### src/rtl/wb_write_queue.sv
// Writeback queue feeding the register-file write port in program order,
// with youngest-match forwarding of pending results to the decode read ports.
module wb_write_queue #(
  parameter int unsigned DEPTH = 4,
  parameter int unsigned AW    = 2
) (
  input  logic          CLK,
  input  logic          RST,
  input  logic          in_valid,
  output logic          in_ready,
  input  logic [4:0]    in_rd,
  input  logic [31:0]   in_data,
  input  logic          hold,
  output logic [4:0]    A3,
  output logic [31:0]   WD,
  output logic          RegWrite,
  input  logic [4:0]    fwd_rs1,
  input  logic [4:0]    fwd_rs2,
  output logic          fwd_hit1,
  output logic [31:0]   fwd_data1,
  output logic          fwd_hit2,
  output logic [31:0]   fwd_data2,
  output logic [AW:0]   count
);

  localparam int unsigned CW = AW + 1;

  logic [4:0]    mem_rd   [DEPTH];
  logic [31:0]   mem_data [DEPTH];
  logic [AW-1:0] wr_ptr;
  logic [AW-1:0] rd_ptr;
  logic          accept;
  logic          store;
  logic          retire;
  logic          empty;
  logic [AW-1:0] idx;

  assign empty    = (count == '0);
  assign in_ready = ~RST & (count != CW'(DEPTH));
  assign accept   = in_valid & in_ready;
  // Writes to x0 are consumed but never queued.
  assign store    = accept & (in_rd != 5'd0);
  assign retire   = ~empty & ~hold;

  assign RegWrite = retire;
  assign A3       = empty ? 5'd0  : mem_rd[rd_ptr];
  assign WD       = empty ? 32'd0 : mem_data[rd_ptr];

  // Pointer and occupancy state.
  always_ff @(posedge CLK) begin
    if (RST) begin
      wr_ptr <= '0;
      rd_ptr <= '0;
      count  <= '0;
    end else begin
      if (store)  wr_ptr <= wr_ptr + AW'(1);
      if (retire) rd_ptr <= rd_ptr + AW'(1);
      case ({store, retire})
        2'b10:   count <= count + CW'(1);
        2'b01:   count <= count - CW'(1);
        default: count <= count;
      endcase
    end
  end

  // Entry storage; contents are only meaningful below count.
  always_ff @(posedge CLK) begin
    if (store && !RST) begin
      mem_rd[wr_ptr]   <= in_rd;
      mem_data[wr_ptr] <= in_data;
    end
  end

  // Walk oldest to youngest so the last match is the youngest.
  always_comb begin
    fwd_hit1  = 1'b0;
    fwd_data1 = '0;
    fwd_hit2  = 1'b0;
    fwd_data2 = '0;
    idx       = '0;
    for (int unsigned i = 0; i < DEPTH; i++) begin
      idx = rd_ptr + AW'(i);
      if (CW'(i) < count) begin
        if ((fwd_rs1 != 5'd0) && (mem_rd[idx] == fwd_rs1)) begin
          fwd_hit1  = 1'b1;
          fwd_data1 = mem_data[idx];
        end
        if ((fwd_rs2 != 5'd0) && (mem_rd[idx] == fwd_rs2)) begin
          fwd_hit2  = 1'b1;
          fwd_data2 = mem_data[idx];
        end
      end
    end
  end

endmodule

### config.mk
export PLATFORM = sky130hd
export DESIGN_NAME = wb_write_queue
export DESIGN_NICKNAME = d
export VERILOG_FILES = /design/src/rtl/wb_write_queue.sv
export SDC_FILE = /design/constraint.sdc
export NUM_CORES = 1
export LEC_CHECK = 0
export BUFFER_PORTS_ARGS = -buffer_cell sky130_fd_sc_hd__buf_2
export CELL_PAD_IN_SITES_DETAIL_PLACEMENT = 1
export CELL_PAD_IN_SITES_GLOBAL_PLACEMENT = 1
export CORE_MARGIN = 2
export CORE_UTILIZATION = 30
export CTS_CLUSTER_SIZE = 24
export DETAILED_ROUTE_END_ITERATION = 8
export PLACE_DENSITY_LB_ADDON = 0.12
export SYNTH_ARGS = -nofsm -noshare
export SYNTH_HDL_FRONTEND = slang
export SYNTH_SLANG_ARGS = --single-unit
### constraint.sdc
create_clock -name CLK -period 3.95 [get_ports CLK]
set_input_delay 0.5925 -clock CLK [delete_from_list [all_inputs] [get_ports CLK]]
set_output_delay 0.5925 -clock CLK [all_outputs]
set_load 0.1 [all_outputs]
==> Word level (Yosys, flattened, before mapping) <==
Memory sizes are Yosys's and may differ from the RTL's. A register that Yosys moved wholly into a read port is not among the register bits.
Index checks and enable logic that the tools add are counted.
{ "classes": {"add_sub_neg": 6, "magnitude_cmp": 4, "n_eq_ne": 11, "n_mux": 41, "n_bitwise": 7, "n_reduce_logical": 15} }
{ "ops": {"columns": ["operator", "count"], "rows": [
  ["$mux W32", 17],
  ["$eq A5 B5 Y1", 8],
  ["$mux W1", 18],
  ["$reduce_bool A5 Y1", 3],
  ["$logic_and A1 B1 Y1", 9],
  ["$mux W2", 4],
  ["$lt A1 B3 Y1 const A", 2],
  ["$lt A2 B3 Y1 const A", 2],
  ["$pmux W3 S2", 1],
  ["$mux W5", 1],
  ["$add A2 B1 Y2 const B", 2],
  ["$add A2 B2 Y2 const B", 2],
  ["$and A1 B1 Y1", 4],
  ["$add A3 B1 Y3 const B", 1],
  ["$logic_not A3 Y1", 1],
  ["$ne A3 B3 Y1 const B", 1],
  ["$not A1 Y1", 3],
  ["$sub A3 B1 Y3 const B", 1],
  ["$eq A2 B1 Y1 const B", 1],
  ["$eq A2 B2 Y1 const B", 1],
  ["$reduce_bool A2 Y1", 1],
  ["$logic_not A1 Y1", 1]
]} }
{ "word_totals": {"register_bits": 7, "mem_bits_rw": 148, "in_bits": 51, "output_inout_bits": 108, "elab_cells": 89, "memories": 2} }
{ "memory_table": {"columns": ["name", "words", "word_bits", "read_ports", "rd_clocked_by_memory_dff", "write_ports", "line_no", "text"], "rows": [
  ["mem_data", 4, 32, 4, 1, 1, "29", "logic [31:0] mem_data [DEPTH];"],
  ["mem_rd", 4, 5, 4, 1, 1, "28", "logic [4:0] mem_rd [DEPTH];"]
]} }

==> Logic depth before layout (Yosys ltp) <==
Gate-level depths: netlist (run 1).
{ "depth": {"depth_word": 10, "ltp_mapped": 11, "ltp_nobuf": 10} }

==> Least setup slack after synthesis (run 1) <==
Ideal clock, no wire load.
{ "synth_path": {"kind": "register to output", "from": "register count[1]", "to": "output port fwd_data2[22]", "arrival_time_ns": 4.646, "required_ns": 3.357, "setup_slack_ns": -1.288, "path_stages_with_launch": 10, "n_path_buf": 1, "cell_sequence": "dfxtp_1 inv_1 ha_1 o21bai_1 and4_1 o2111ai_1 clkbuf_1 nor2_1 a211oi_1 o31ai_1"} }
{ "synth_between": {"elab_chain_cells": 8, "elab_cells_between_ends": 11, "classes_between": "order compare: 4; mux: 7"} }
{ "synth_lines": {"columns": ["element", "line_no", "text"], "rows": [
  ["start: declaration", "23", "output logic [AW:0] count"],
  ["start signal: assignment", "59", "2'b10: count <= count + CW'(1);"],
  ["start signal: assignment", "60", "2'b01: count <= count - CW'(1);"],
  ["start signal: assignment", "61", "default: count <= count;"],
  ["$lt A1 B3 Y1", "83", "if (CW'(i) < count) begin"],
  ["$mux W32", "83", null],
  ["$mux W32", "88", "if ((fwd_rs2 != 5'd0) && (mem_rd[idx] == fwd_rs2)) begin"],
  ["$mux W32", "83", null],
  ["$mux W32", "88", null],
  ["$mux W32", "83", null],
  ["$mux W32", "88", null],
  ["$mux W32 (*)", "83", null],
  ["end: declaration", "22", "output logic [31:0] fwd_data2,"]
]} }
Mark *: on every way between the ends. The rest lies on a longest branch, timed or not.

==> impl_metrics.ini, run 1 <==
[setup_path]
timing.critical_path.required_ps = 3360
reg2reg_slack_ps = 1120
reg2reg_depth = 7
timing.critical_path.to_type = output pin
worstReg2RegStart = count[0]
timing.critical_path.to = fwd_data2[19]
worst_setup_path_startpoint = mem_rd[3][4]
cp-start-kind = flop
highest_fanout_seen_on_the_critical_path = 23
crit_arrival_ps = 3370
crit_type = reg -> out
regToRegEndpoint = mem_data[1][13]

[route]
wirelength_um = 42100
drt_first_iter_violations = 405
vias_per_cell = 5.35
route.vias.total = 9633
drt-wirelength-per-cell_um = 23.4
drc = 0
postRouteAntennaNets = 0
detail_route.first_pass.iterations = 4

[timing]
rsz0062_at_grt = true
slew-limit-headroom = 0.473
number_of_slew_limit_violations_in_the_final_report = 0
hold_viol_final = 0
timing.setup.tns_ps = -13.7
hold_ws_ps = 371
setup-violations-final = 3
max_slew.worst_pin.slew_ps = 791
finalClockSkew_ps = 10.9
achievable-frequency_mhz = 253
timing.final.crit_share = 1.00
timing.final.crit_period_ps = 3960
timing.final.ws_setup_ps = -9.43

[layout]
mostFrequentLayoutCell = sky130_fd_sc_hd__nor2_1
area_delta_synth_final_pct = 39.9
highest_count_cells_in_the_layout_ignoring_fill_and_taps = sky130_fd_sc_hd__nor2_1 (151), sky130_fd_sc_hd__edfxtp_1 (148), sky130_fd_sc_hd__mux2i_1 (134)
final_nets = 1329
post_route_cells_drive_above_1_share = 0.442
fin_cells = 1801

[clock_tree]
tritoncts.num_buffers = 17
clk_root_buffer_cell = sky130_fd_sc_hd__clkbuf_16
numClockSinks = 157
worst_skew_pair.late_latency_ps = 440
htree_levels = 4
cts-root-to-sink-buffers = 2
cts.reportedPaths.clkPinSlew_ps = 70
tritoncts = done

[placed_design]
routabilityCongestion = 0.856
preCtsSetupSlack_ps = 229
buffer_ports.inserted = 158
place_hpwl_um = 28200
place.detailed.instances = 1732

[power_and_ir_drop]
pwr_density_cell_nw_per_um2 = 583
power.share.sequential = 0.208
leakage_nw = 5.32
max-vdd-ir-drop_mv = 0.634
cell_internal_pwr_mw = 4.67
p_comb_frac = 0.610
clock_power_share = 0.181
p_sw_mw = 5.01
switch_share = 0.518

[logic_synthesis]
syn_nets = 1179
synth_area_per_cell_sq_um = 10.6
synth-edff-count = 148
yosysSeqAreaShare = 0.390
post_synth_num_cell_types = 47
syn_inst = 1119
yosysWarnings = 0
mappedNetlistArea_sq_um = 11900
synthDominantCellAreaShare = 0.375
ys_ff_latch = 157
largest_cells_by_area_after_synthesis = sky130_fd_sc_hd__edfxtp_1 (37%), sky130_fd_sc_hd__mux2i_1 (12%), sky130_fd_sc_hd__mux4_2 (9.9%)
synth_async_sr_flop_share = 0
yosys.area.top_type = sky130_fd_sc_hd__edfxtp_1
ys.flop_type = sky130_fd_sc_hd__edfxtp_1

[worst_hold_path]
min-delay-path-class = in -> reg
hold_path_startpoint = in_data[6]

[global_routing]
grt_overflow_total = 0
grtUsageTotal = 0.205
antenna_found_initial = 2
grt_pass1_wl_um = 63500
grt_pass1_vias = 10100
grt_start_max_net_pins = 51

[floorplanning]
chipHeight_um = 203
initial_utilization = 0.306
num_io_pins = 159
core_sq_um = 38800
die_width_um = 203
placementRows = 72
dieArea_sq_um = 41200

[run_status]
status = finished, violations left
failed_checks = negative setup slack

[job]
maxCapViolations = 0
per-layer routing:
metal / part of all wire / vias up / track usage
met5: 0 / - / 0
met4: 0.015 / 0 / 0.0511
met3: 0.028 / 42 / 0.0263
met2: 0.50 / 182 / 0.356
met1: 0.46 / 4932 / 0.270
li1: - / 4477 / -
kinds of logic after synthesis:
group	Yosys count	share of synthesized area
xor+xnor	42	0.0310
buf+inv	110	0.0449
flops	157	0.390
compound gates	204	0.113
simple gates	375	0.166
fa+ha+maj	9	0.00949
mux	222	0.245
area by class of cell:
cell class,instances,area (sq um)
well taps,518,648
inverters,6,22.5
repair buffers,235,2770
clock buffers,17,425
fillers,4101,22200
clock inverters,15,183
flip-flops and latches,157,4640
multi-input cells,852,7920
diodes,1,2.50
per-stage QoR:
step / power (mW) / area (sq um) / utilization
floorplan: 6.43 / 12600 / -
global placement: 7.69 / 15100 / 0.389
detailed placement: 7.71 / 15100 / 0.389
CTS: 9.61 / 16100 / 0.413
global route: 10.1 / 16600 / 0.428
finish: 9.67 / 16600 / 0.428
what timing repair did:
action,CTS,global route
endpoints found under the setup margin,64,64
cloned,4,1
hold buffers,0,0
setup buffers,19,12
gates resized for setup,19,103
pin swaps,10,32
worst min-delay path by stage:
stage | endpoint | slack, ps | cells past startpoint
finish | mem_data[2][6] | 370 | 1
detailed placement | wr_ptr[1] | 570 | 2
floorplan | wr_ptr[1] | 510 | 2
global route | mem_data[1][6] | 360 | 1
global placement | wr_ptr[1] | 550 | 2
CTS | mem_data[1][31] | 350 | 1
power groups by stage:
| stage | Combinational (mW) | Clock, mW | Sequential (mW) |
|---|---|---|---|
| after floorplan | 4.37 | 0 | 2.07 |
| after CTS | 5.81 | 1.79 | 2.02 |
| after detailed placement | 5.63 | 0 | 2.09 |
| after global routing | 6.21 | 1.84 | 2.03 |
| final | 5.91 | 1.75 | 2.01 |
| after global placement | 5.61 | 0 | 2.08 |
cell usage after synthesis, types with 2 or more instances:
| cell | n |
|---|---|
| sky130_fd_sc_hd__a211oi_1 | 32 |
| sky130_fd_sc_hd__a21oi_1 | 70 |
| sky130_fd_sc_hd__a31oi_1 | 31 |
| sky130_fd_sc_hd__and2_1 | 5 |
| sky130_fd_sc_hd__buf_1 | 6 |
| sky130_fd_sc_hd__buf_2 | 30 |
| sky130_fd_sc_hd__buf_4 | 4 |
| sky130_fd_sc_hd__buf_6 | 9 |
| sky130_fd_sc_hd__clkbuf_1 | 55 |
| sky130_fd_sc_hd__dfxtp_1 | 9 |
| sky130_fd_sc_hd__edfxtp_1 | 148 |
| sky130_fd_sc_hd__ha_1 | 9 |
| sky130_fd_sc_hd__inv_1 | 6 |
| sky130_fd_sc_hd__mux2_2 | 32 |
| sky130_fd_sc_hd__mux2i_1 | 138 |
| sky130_fd_sc_hd__mux4_2 | 52 |
| sky130_fd_sc_hd__nand2_1 | 67 |
| sky130_fd_sc_hd__nand3_1 | 8 |
| sky130_fd_sc_hd__nand4_1 | 2 |
| sky130_fd_sc_hd__nor2_1 | 167 |
| sky130_fd_sc_hd__nor2b_1 | 70 |
| sky130_fd_sc_hd__nor3_1 | 5 |
| sky130_fd_sc_hd__nor3b_1 | 3 |
| sky130_fd_sc_hd__nor3b_2 | 28 |
| sky130_fd_sc_hd__nor4_1 | 6 |
| sky130_fd_sc_hd__nor4b_2 | 2 |
| sky130_fd_sc_hd__o21ai_0 | 3 |
| sky130_fd_sc_hd__o21ai_1 | 31 |
| sky130_fd_sc_hd__o31ai_1 | 10 |
| sky130_fd_sc_hd__o31ai_2 | 22 |
| sky130_fd_sc_hd__or3_1 | 2 |
| sky130_fd_sc_hd__or4_1 | 2 |
| sky130_fd_sc_hd__xnor2_1 | 27 |
| sky130_fd_sc_hd__xor2_1 | 15 |
flip-flops by register name (all words and copies together), names as in the netlist, named ones only:
name	count
mem_data	128
mem_rd	20
count	3
rd_ptr	2
wr_ptr	2
worst max-delay path, cell delays in order, from the launching register on:
cell and delay (ps):
sky130_fd_sc_hd__edfxtp_1 440, sky130_fd_sc_hd__mux4_2 560, sky130_fd_sc_hd__nor3_2 180, sky130_fd_sc_hd__a21oi_1 90
sky130_fd_sc_hd__or4_4 600, sky130_fd_sc_hd__nor2b_4 170, sky130_fd_sc_hd__buf_12 210, sky130_fd_sc_hd__a211oi_1 130
sky130_fd_sc_hd__o31ai_4 320, sky130_fd_sc_hd__buf_12 220
Note: power is estimated with default switching activity, not from simulation.
==> run 2: changes to the inputs <==
Settings changed: ABC_AREA set to 1.
==> run 2 against run 1 <==
The flow now finishes without violations; routed wire length is 26% higher; non-clock buffer count decreased by 38; sequential power barely moved; maximum frequency is 5.8% higher; setup slack improved by 220 ps; clock power decreased by 8%; first-iteration DRC count rose by 85%; combinational power rose by 26%; global-route usage grew 3.6 points; final cell count increased by 45%; total power increased by 14%; critical path depth is 6 higher; critical endpoint is now fwd_data2[14]; largest cell class unchanged.
==> impl_metrics.ini, run 2 <==
[clock_tree]
cts.reportedPaths.clkPinSlew_ps = 70
htree_levels = 4
cts-root-to-sink-buffers = 2
clk_root_buffer_cell = sky130_fd_sc_hd__clkbuf_16
tritoncts = done
numClockSinks = 157
worst_skew_pair.late_latency_ps = 450
tritoncts.num_buffers = 17

[timing]
timing.final.crit_share = 0.947
timing.setup.tns_ps = 0
slew-limit-headroom = 0.353
timing.final.crit_period_ps = 3740
achievable-frequency_mhz = 267
max_slew.worst_pin.slew_ps = 971
hold_viol_final = 0
setup-violations-final = 0
number_of_slew_limit_violations_in_the_final_report = 0
finalClockSkew_ps = 12.4
rsz0062_at_grt = false

[logic_synthesis]
synth-edff-count = 148
synth_top_family_by_area = simple AND/OR/NAND/NOR gates
synth-simple-area-share = 0.372
syn_inst = 1970
yosysWarnings = 0
mappedNetlistArea_sq_um = 12800
synthMostInstantiatedCell = sky130_fd_sc_hd__nand2_1
yosys.area_share.xor_xnor = 0.00469
synth_area_per_cell_sq_um = 6.49
synthDominantCellAreaShare = 0.347
post_synth_fa_ha_maj_area_fraction = 0.00880
yosysSeqAreaShare = 0.361
post_synth_num_cell_types = 35
synth_top_cells_by_count = sky130_fd_sc_hd__nand2_1 (646), sky130_fd_sc_hd__nor2_1 (412), sky130_fd_sc_hd__inv_1 (184)
synth_mux_area_frac = 0.0250
syn_nets = 2030
synthesized_area_fraction_occupied_by_ao_oa_aoi_and_oai_cells = 0.121
ys_ff_latch = 157
yosys.area.top_type = sky130_fd_sc_hd__edfxtp_1
ys.flop_type = sky130_fd_sc_hd__edfxtp_1
synth_async_sr_flop_share = 0
largest_cells_by_area_after_synthesis = sky130_fd_sc_hd__edfxtp_1 (35%), sky130_fd_sc_hd__nand2_1 (19%), sky130_fd_sc_hd__nor2_1 (12%)

[power_and_ir_drop]
p_sw_mw = 6.60
clock_power_share = 0.146
switch_share = 0.596
power.share.sequential = 0.182
cell_internal_pwr_mw = 4.47
max-vdd-ir-drop_mv = 0.498
pwr_density_cell_nw_per_um2 = 705
leakage_nw = 7.17
p_comb_frac = 0.672

[layout]
mostFrequentLayoutCell = sky130_fd_sc_hd__nand2_1
max_flop_register = mem_data
fin_cells = 2614
highest_count_cells_in_the_layout_ignoring_fill_and_taps = sky130_fd_sc_hd__nand2_1 (646), sky130_fd_sc_hd__nor2_1 (405), sky130_fd_sc_hd__inv_1 (183)
area_delta_synth_final_pct = 22.6
largest_register_ff_count = 128
fraction_of_the_core_area_covered_by_cells_at_the_end_of_the_flow = 0.373
final_nets = 2122
antenna_cells_inserted = 0
top_regs = mem_data: 128 flops, mem_rd: 20 flops, count: 3 flops
post_route_cells_drive_above_1_share = 0.129

[global_routing]
grt_pass1_vias = 13800
grt_overflow_total = 0
grtUsageTotal = 0.241
grt_start_max_net_pins = 84
antenna_found_initial = 1
grt_pass1_wl_um = 81600

[floorplanning]
die_width_um = 211
chipHeight_um = 211
core_sq_um = 42000
initial_utilization = 0.304
placementRows = 75
num_io_pins = 159
dieArea_sq_um = 44300

[route]
drt-wirelength-per-cell_um = 20.3
route.vias.total = 13400
vias_per_cell = 5.13
drt_first_iter_violations = 751
drc = 0
detail_route.first_pass.iterations = 4
postRouteAntennaNets = 0
wirelength_um = 53200

[placed_design]
routabilityCongestion = 0.911
place.detailed.instances = 2580
place_hpwl_um = 36100
buffer_ports.inserted = 158

[setup_path]
reg2reg_depth = 6
crit_type = reg -> out
regToRegEndpoint = mem_data[1][30]
timing.critical_path.required_ps = 3360
crit_arrival_ps = 3150
cp-start-kind = flop
highest_fanout_seen_on_the_critical_path = 26
worstReg2RegStart = count[0]
timing.critical_path.to = fwd_data2[14]
reg2reg_slack_ps = 1210
timing.critical_path.to_type = output pin

[worst_hold_path]
min-delay-path-class = in -> reg

[run_status]
status = complete, no violations

[job]
maxCapViolations = 0
run 2: per-stage QoR:
stage	power (mW)	instance area (sq um)	hold WS, ps	worst slack [ps]
after global routing	11.7	15700	343	9.56
final	11.1	15700	361	208
after CTS	11.1	15600	337	41.2
after floorplan	7.44	12800	490	-11.5
after global placement	9.41	15100	519	451
after detailed placement	9.47	15100	545	415
run 2: logic make-up (layout without fill, tap and decap cells):
logic type | after synthesis | count (layout)
DFF | 157 | 157
buffers and inverters | 311 | 416
adders and majority gates | 9 | 9
muxes | 32 | 32
and+or+nand+nor | 1202 | 1202
AOI/OAI and AO/OA | 253 | 253
xor gates and xnor gates | 6 | 6
run 2: power by group through the flow:
stage	clock network, mW	logic, mW	registers (mW)
detailed placement	0	7.40	2.08
floorplan	0	5.39	2.05
finish	1.61	7.44	2.02
CTS	1.66	7.41	2.04
global placement	0	7.34	2.07
global route	1.72	7.98	2.03
run 2: area by class of cell:
cell class / instances / area (sq um)
clock buffer: 18 / 429
clock inverter: 14 / 135
fill: 5332 / 26400
inverter: 187 / 707
multi-input combinational: 1502 / 6910
sequential: 157 / 4630
tap: 539 / 674
timing repair buffer: 197 / 2200
run 2: metal layers:
metal  global-route usage  up-vias  wire [um]
li1                     -     6511          -
met2                0.421      312      25900
met1                0.316     6528      24400
met4               0.0733        0       1060
met5                    0        -          0
met3               0.0240       63       1890
run 2: critical path, stage by stage (launching register included):
cell                      delay [ps]
sky130_fd_sc_hd__dfxtp_4         430
sky130_fd_sc_hd__inv_2           210
sky130_fd_sc_hd__nand2_1          90
sky130_fd_sc_hd__nand3_1         180
sky130_fd_sc_hd__nand2_1         130
sky130_fd_sc_hd__nand2_1          80
sky130_fd_sc_hd__nand2_1          60
sky130_fd_sc_hd__nor2_1          230
sky130_fd_sc_hd__nand3_2         310
sky130_fd_sc_hd__buf_12          290
sky130_fd_sc_hd__nor2_1          120
sky130_fd_sc_hd__nand2_1          70
sky130_fd_sc_hd__nand2_1          90
sky130_fd_sc_hd__nand2_1          50
sky130_fd_sc_hd__nand2_1         140
sky130_fd_sc_hd__buf_12          190
run 2: worst min path at each step:
stage                startpoint              end  slack, ps  depth (start not counted)
floorplan             wr_ptr[1]        wr_ptr[1]        490                          2
global placement      wr_ptr[1]        wr_ptr[1]        520                          2
detailed placement    wr_ptr[1]        wr_ptr[1]        540                          2
CTS                 in_data[14]  mem_data[1][14]        340                          1
global route        in_data[14]  mem_data[1][14]        340                          1
finish              in_data[14]  mem_data[1][14]        360                          1
run 2: repair_timing:
| item | 4_1_cts | 5_1_grt |
|---|---|---|
| resized for setup | 2 | 5 |
| endpoints found under the setup margin | 6 | 63 |
| hold buffers | 0 | 0 |
| buffers inserted | 0 | 2 |
==> run 3: changes to the inputs <==
Settings changed: CORE_UTILIZATION 30 to 42.
==> run 3 against run 2 <==
Combinational power about the same; clock skew down 1.0 ps; utilization up 14 points; count of clock-buffer cells in the layout unchanged; via count up 3.0%; sequential power about the same; sequential share of layout area up 0.48 points; first-iteration DRC count up 62%; setup slack better by 27 ps; non-clock buffer count down 4; largest cell class unchanged.
==> impl_metrics.ini, run 3 (same netlist as run 2, synthesis figures left out) <==
[run_status]
status = complete, no violations

[setup_path]
cp-start-kind = flop
crit_top_cell = sky130_fd_sc_hd__nand2_1
timing.critical_path.to_type = output pin
critical_path_depth = 10
path_cells = buf_4 > nand2_1 > a32oi_1 > inv_1 > nor2_1 > nand2_1 > nand2_1 > nand2_1 > nand2_1 > buf_12
crit_type = reg -> out
cp_slowest_stage_delay_ps = 830
crit_arrival_ps = 3120
timing.critical_path.required_ps = 3360
timing.critical_path.buf_inv = 3
highest_fanout_seen_on_the_critical_path = 96
cp_top_family = buffers and inverters
timing.critical_path.slowest_stage_cell = sky130_fd_sc_hd__buf_4
reg2reg_depth = 9
worstReg2RegStart = count[0]

[floorplanning]
core_sq_um = 29800
chipHeight_um = 179
dieArea_sq_um = 31900
placementRows = 63
initial_utilization = 0.429
die_width_um = 179
num_io_pins = 159

[layout]
filler_cell_count = 3901
final_nets = 2118
highest_count_cells_in_the_layout_ignoring_fill_and_taps = sky130_fd_sc_hd__nand2_1 (646), sky130_fd_sc_hd__nor2_1 (404), sky130_fd_sc_hd__inv_1 (183)
fraction_of_the_core_area_covered_by_cells_at_the_end_of_the_flow = 0.518
seqCellArea_sq_um = 4630
multi_input_gate_area_sq_um = 6880
largest_register_ff_count = 128
area_delta_synth_final_pct = 20.6
mostFrequentLayoutCell = sky130_fd_sc_hd__nand2_1
post_route_cells_drive_above_1_share = 0.125
max_flop_register = mem_data
top_regs = mem_data: 128 flops, mem_rd: 20 flops, count: 3 flops

[placed_design]
routabilityCongestion = 0.912
place_hpwl_um = 33000
buffer_ports.inserted = 158

[route]
drt-wirelength-per-cell_um = 19.9
vias_per_cell = 5.61
drc = 0
detail_route.first_pass.iterations = 5
postRouteAntennaNets = 0
wirelength_um = 49000
route.vias.total = 13800
drt_first_iter_violations = 1214

[worst_hold_path]
hold_path_startpoint = in_data[26]
min-delay-path-class = in -> reg
whs_path_depth = 1

[timing]
slew-limit-headroom = 0.264
timing.final.crit_period_ps = 3710
timing.setup.tns_ps = 0
finalClockSkew_ps = 11.4
number_of_slew_limit_violations_in_the_final_report = 0
hold_viol_final = 0
rsz0062_at_grt = false
max_slew.worst_pin.slew_ps = 1100
timing.final.crit_share = 0.940
achievable-frequency_mhz = 269
setup-violations-final = 0

[power_and_ir_drop]
pwr_density_cell_nw_per_um2 = 713
leakage_nw = 7.14
p_sw_mw = 6.54
clock_power_share = 0.144
power.share.sequential = 0.182
switch_share = 0.595
cell_internal_pwr_mw = 4.45
max-vdd-ir-drop_mv = 0.553
p_comb_frac = 0.674

[global_routing]
antenna_found_initial = 4
grtUsageTotal = 0.311
grt_pass1_vias = 13900
grt_pass1_wl_um = 76100
grt_start_max_net_pins = 129
grt_overflow_total = 0

[clock_tree]
htree_levels = 4
tritoncts = done
clk_root_buffer_cell = sky130_fd_sc_hd__clkbuf_16
numClockSinks = 157
cts.reportedPaths.clkPinSlew_ps = 70
tritoncts.num_buffers = 17
worst_skew_pair.late_latency_ps = 440
cts-root-to-sink-buffers = 2

[job]
maxCapViolations = 0
## run 3: changes by cell type in the layout (fill, tap and decap cells not counted), sizes merged
cell / before / now
buf: 197 / 193
diode: 0 / 1
inv: 193 / 189
clkinvlp: 3 / 4
clkinv: 4 / 7
## run 3: layout make-up
| cell class | count | area share |
|---|---|---|
| clock buffers | 18 | 0.0278 |
| clock inverters | 14 | 0.00778 |
| inverters | 187 | 0.0460 |
| flip-flops and latches | 157 | 0.300 |
| diodes | 1 | 0.000162 |
| repair buffers | 193 | 0.141 |
| multi-input cells | 1502 | 0.446 |
| well taps | 390 | 0.0316 |
## run 3: power by group through the flow
stage / Clock [mW] / Combinational (mW) / Sequential (mW)
floorplan: 0 / 5.39 / 2.05
global placement: 0 / 7.15 / 2.05
detailed placement: 0 / 7.30 / 2.05
CTS: 1.59 / 7.37 / 2.00
global route: 1.65 / 7.91 / 2.01
finish: 1.59 / 7.41 / 2.00
## run 3: timing repair
| item | 4_1_cts | 5_1_grt |
|---|---|---|
| hold buffers | 0 | 0 |
| buffers inserted | 1 | 1 |
| gates resized for setup | 0 | 4 |
| endpoints found under the setup margin | 1 | 64 |
## run 3: through the flow
| step | hold WS, ps | instance area [sq um] | setup WS, ps | cells | total power, mW |
|---|---|---|---|---|---|
| final | 363 | 15400 | 236 | 2462 | 11.0 |
| after floorplan | 490 | 12800 | -11.5 | 1970 | 7.44 |
| after global routing | 357 | 15400 | 31.2 | 2462 | 11.6 |
| after global placement | 518 | 14800 | 552 | 2427 | 9.20 |
| after CTS | 354 | 15400 | 136 | 2460 | 11.0 |
| after detailed placement | 555 | 14800 | 478 | 2427 | 9.35 |
## run 3: path summary, 6_finish.rpt
kind	slack [ps]	endpoint
setup / recovery	240	fwd_data2[3]
hold reg to reg	570	wr_ptr[1]
hold / removal	360	mem_data[1][26]
setup reg to reg	1410	count[2]
## run 3: routing by layer
layer	share of wire	global-route usage	wire length, um
met2	0.49	0.538	24000
met4	0.022	0.0949	1100
met5	0.00082	0	40
met1	0.43	0.404	21100
met3	0.055	0.0394	2710
